### src/rtl/spi_shift_register.sv
// spi_shift_register
//   Serial data path of the SPI master. Consumes the baud generator's
//   one-cycle edge strobes, shifts a loaded transmit word out on mosi and
//   assembles the receive word sampled from miso on the opposite SCLK edge.
//
// Ports
//   PClk, PRESETn       system clock / async active-low reset
//   ss                  slave select (active low), transfer window while 0
//   send_data           1-cycle pulse: load data_mosi into the TX shifter
//   lsbfe, cpol, cpha   bit order and SPI mode
//   flag_low/flags_low  SCLK falling edge next cycle / one cycle earlier
//   flag_high/flags_high SCLK rising edge next cycle / one cycle earlier
//   data_mosi           parallel transmit word
//   miso                synchronised serial receive data
//   mosi                registered serial transmit data
//   data_miso           last complete received word
//   receive_data        1-cycle pulse when data_miso is updated
module spi_shift_register #(
  parameter int DATA_W = 8,
  parameter int CNT_W  = 4
) (
  input  logic              PClk,
  input  logic              PRESETn,
  input  logic              ss,
  input  logic              send_data,
  input  logic              lsbfe,
  input  logic              cpol,
  input  logic              cpha,
  input  logic              flag_low,
  input  logic              flags_low,
  input  logic              flag_high,
  input  logic              flags_high,
  input  logic [DATA_W-1:0] data_mosi,
  input  logic              miso,
  output logic              mosi,
  output logic [DATA_W-1:0] data_miso,
  output logic              receive_data
);

  localparam logic [CNT_W-1:0] LAST = CNT_W'(DATA_W - 1);

  logic              sel, tx_strobe, rx_strobe;
  logic [DATA_W-1:0] tx_reg, rx_reg, rx_merged;
  logic [CNT_W-1:0]  tx_cnt, rx_cnt, tx_idx, rx_idx;
  logic              tx_bit;

  // Transmit changes one cycle ahead of the sampling edge of the mode:
  // the "s" (early) strobe launches, the plain strobe samples.
  assign sel       = cpha ^ cpol;
  assign tx_strobe = sel ? flags_high : flags_low;
  assign rx_strobe = sel ? flag_low   : flag_high;

  assign tx_idx = lsbfe ? tx_cnt : LAST - tx_cnt;
  assign rx_idx = lsbfe ? rx_cnt : LAST - rx_cnt;

  // Decoded bit select / bit merge; avoids variable indexes wider than
  // the word.
  always_comb begin
    tx_bit    = 1'b0;
    rx_merged = rx_reg;
    for (int i = 0; i < DATA_W; i++) begin
      if (tx_idx == CNT_W'(i)) tx_bit       = tx_reg[i];
      if (rx_idx == CNT_W'(i)) rx_merged[i] = miso;
    end
  end

  // Transmit: a load always wins over a coincident strobe and works even
  // with ss high. The word is never shifted, so it repeats after the wrap.
  always_ff @(posedge PClk or negedge PRESETn) begin
    if (!PRESETn) begin
      tx_reg <= '0;
      tx_cnt <= '0;
      mosi   <= 1'b0;
    end else if (send_data) begin
      tx_reg <= data_mosi;
      tx_cnt <= '0;
    end else if (ss) begin
      tx_cnt <= '0;
    end else if (tx_strobe) begin
      mosi   <= tx_bit;
      tx_cnt <= (tx_cnt == LAST) ? '0 : tx_cnt + CNT_W'(1);
    end
  end

  // Receive: rx_reg is left alone on ss, but the counter restart means a
  // partial word is simply overwritten by the next full one.
  always_ff @(posedge PClk or negedge PRESETn) begin
    if (!PRESETn) begin
      rx_reg       <= '0;
      rx_cnt       <= '0;
      data_miso    <= '0;
      receive_data <= 1'b0;
    end else begin
      receive_data <= 1'b0;
      if (ss) begin
        rx_cnt <= '0;
      end else if (rx_strobe) begin
        rx_reg <= rx_merged;
        if (rx_cnt == LAST) begin
          rx_cnt       <= '0;
          data_miso    <= rx_merged;
          receive_data <= 1'b1;
        end else begin
          rx_cnt <= rx_cnt + CNT_W'(1);
        end
      end
    end
  end

endmodule

### config.mk
export PLATFORM = sky130hd
export DESIGN_NAME = spi_shift_register
export DESIGN_NICKNAME = d
export VERILOG_FILES = /design/src/rtl/spi_shift_register.sv
export SDC_FILE = /design/constraint.sdc
export NUM_CORES = 1
export LEC_CHECK = 0
export ABC_AREA = 1
export CORE_ASPECT_RATIO = 0.8
export CORE_MARGIN = 5
export CORE_UTILIZATION = 53
export DETAILED_ROUTE_END_ITERATION = 7
export PLACE_DENSITY = 0.76
export SYNTH_ARGS = -nofsm -noshare
export SYNTH_HDL_FRONTEND = slang
export SYNTH_SLANG_ARGS = --single-unit
export TNS_END_PERCENT = 1
### constraint.sdc
create_clock -name PClk -period 1.6 [get_ports PClk]
set_input_delay 0.4 -clock PClk [delete_from_list [all_inputs] [get_ports PClk]]
set_output_delay 0.4 -clock PClk [all_outputs]
set_load 0.005 [all_outputs]
==> impl_metrics.toml <==
[yosys]
yosysUniqueCellTypes = 27
synth_seq_cells = 34
syn_area_per_cell_um2 = 7.595
yosysWarningCount = 0
synth_top_area_share_pct = 46.10
synth_area_leaders = "dfrtp_1, nand2_1, inv_1"
netlist_area_um2 = 1846
ys_seq_area_share_pct = 46.10
yosys.area.top_type = "dfrtp_1"
synth_cells = 243
syn_nets = 265

[clock_network]
clock-sinks = 34
cts_tree = "done"
clk_pin_slew_ns = 0.07
cts_root_buffer = "clkbuf_8"
numCtsBuffers = 5
clockBufferDepth = 2
insertion_delay_ns = 0.28
cts_hold_buf = 0
cts.htree.levels = 2

[critical_path]
crit_family = "buffers and inverters"
critical_path.cell_chain = "clkdlybuf4s50_1"
worst_ep_arrival_time_ns = 1.14
crit_path_end_kind = "primary output"
slowest_stage = "clkdlybuf4s50_1"
crit_type = "flop to primary output"
required_ns = 1.20
path_buf_inv = 1
critPathMaxStageDelay_ns = 0.50
crit_fanout = 2
start_kind = "flop"

[timing]
setup_viol = 0
maxSlewViolCount = 0
worst_slew_pin_slew_ns = 0.2578
skew_ns = 0.003105
worst_slack_ns = 0.06435
fmax_mhz = 651.2
rsz0062_at_grt = "false"
hold_viol_final = 0
period_share_pct = 95.98
layout_min_cycle_time_ns = 1.536
max-slew-margin-rel_pct = 82.63

[die]
io_pins = 30
core_um2 = 3400
die_width_um = 75.98
start_util_pct = 54.29
die_area_um2 = 4770
die-height_um = 62.78
placementRows = 19

[placement]
place_ws_ns = -0.3454
portBuffers = 29
globalplace.congestion = 0.8573
placed_area_um2 = 2221
dp_hpwl_um = 2716

[detailed_routing]
remaining_drc_errors = 0
postRouteAntennaNets = 0
dr.pass1.iters = 4
drtIter0Drc = 98
via_per_inst = 4.945
wl_per_cell_um = 11.88
finalWirelength_um = 3919
vias = 1632

[global_routing]
grt_pass1_wl_um = 6630
first_global_vias = 1463
grt_remaining_overflow = 0
grt_antenna_before_repair = 0
grt_max_degree = 35
grt_usage_pct = 17.03

[layout]
antenna_cells = 0
fin_nets = 310
drive_above_1_share_pct = 15.28
fin_area_um2 = 2417
fill_cells = 275
final_common_cell = "nand2_1"
areaGrowthSynthToFinish_pct = 30.98
layout_common_cells = "nand2_1, dfrtp_1, clkdlybuf4s50_1"
utilization_pct = 71.11

[outcome]
status = "completed"

[run]
max_cap_violations = 0

[pwr]
powerDensity_nw_per_um2 = 910.3
peakVddDrop_mv = 0.6230
finalPower_mw = 2.200
p_leak_nw = 1.283

[worst_hold_path]
hold_path_class = "input port to async pin"
per-layer routing:
metal | share of wire (%) | vias up | track usage (%)
met3 | 6.0 | 8 | 4.467
met1 | 51 | 744 | 24.63
met5 | 0 | - | 0
met2 | 42 | 41 | 23.82
li1 | - | 839 | -
met4 | 1.8 | 0 | 7.333
cell type report:
class                           instances  area [um^2]  area share [%]
Tap cell                               42        52.55           2.174
Timing Repair Buffer                   42        431.7           17.86
Sequential cell                        34        850.8           35.20
Multi-Input combinational cell        179        900.9           37.27
Clock inverter                          2        10.01          0.4141
Clock buffer                            5        68.82           2.847
Inverter                               26        102.6           4.244
Yosys cell counts:
cell and n:
nor3_2 1, o211ai_1 1, inv_4 1, buf_6 3
o21ai_2 3, inv_2 2, xor2_2 2, nand3_1 8
xnor2_2 1, nor2_1 10, or2_2 2, a21oi_4 1
o21ai_0 16, nor2_8 1, nand2_1 112, clkbuf_1 1
nand2_2 2, inv_1 23, a21oi_1 3, buf_4 1
o21ai_1 6, nor3_1 1, nor2_4 1, dfrtp_1 34
o22ai_1 1, ha_1 2, nor2_2 4
worst paths after layout:
check	startpoint	to	slack, ns	cells after the start
worst max-delay path	data_miso[0]	data_miso[0]	0.06	1
worst min-delay path	PRESETn	tx_reg[7]	0.48	2
worst max register to register	rx_cnt[0]	data_miso[1]	0.17	8
worst min register to register	tx_reg[1]	tx_reg[1]	0.48	2
max in group asynchronous	PRESETn	data_miso[6]	0.95	2
min in group PClk	tx_reg[1]	tx_reg[1]	0.48	2
logic make-up (layout without fill, tap and decap cells):
family / count (synthesis) / after routing / synth area share (%)
buffers and inverters: 31 / 75 / 7.864
xor gates and xnor gates: 3 / 3 / 2.644
adders and majority gates: 2 / 2 / 1.356
and+or+nand+nor: 142 / 143 / 32.20
AOI/OAI and AO/OA: 31 / 31 / 9.831
DFF: 34 / 34 / 46.10
report_power, final:
| part | switching, mW | internal [mW] |
|---|---|---|
| Clock | 0.307 | 0.292 |
| Sequential | 0.0697 | 0.970 |
| Combinational | 0.307 | 0.254 |
through the flow:
step	TNS (ns)	cells	hold WS, ns
2_1_floorplan	0	243	0.1044
3_3_place_gp	-5.910	316	0.4602
3_5_place_dp	-6.262	316	0.4648
4_1_cts	0	324	0.4796
5_1_grt	0	330	0.5014
6_report	0	330	0.4787
what timing repair did:
| action | in CTS | in global routing |
|---|---|---|
| gates resized for setup | 5 | 11 |
| pin swaps | 3 | 5 |
| endpoints found under the setup margin | 6 | 12 |
| cloned | 0 | 1 |
| setup buffers | 1 | 5 |
(Power assumes the default switching activity.)
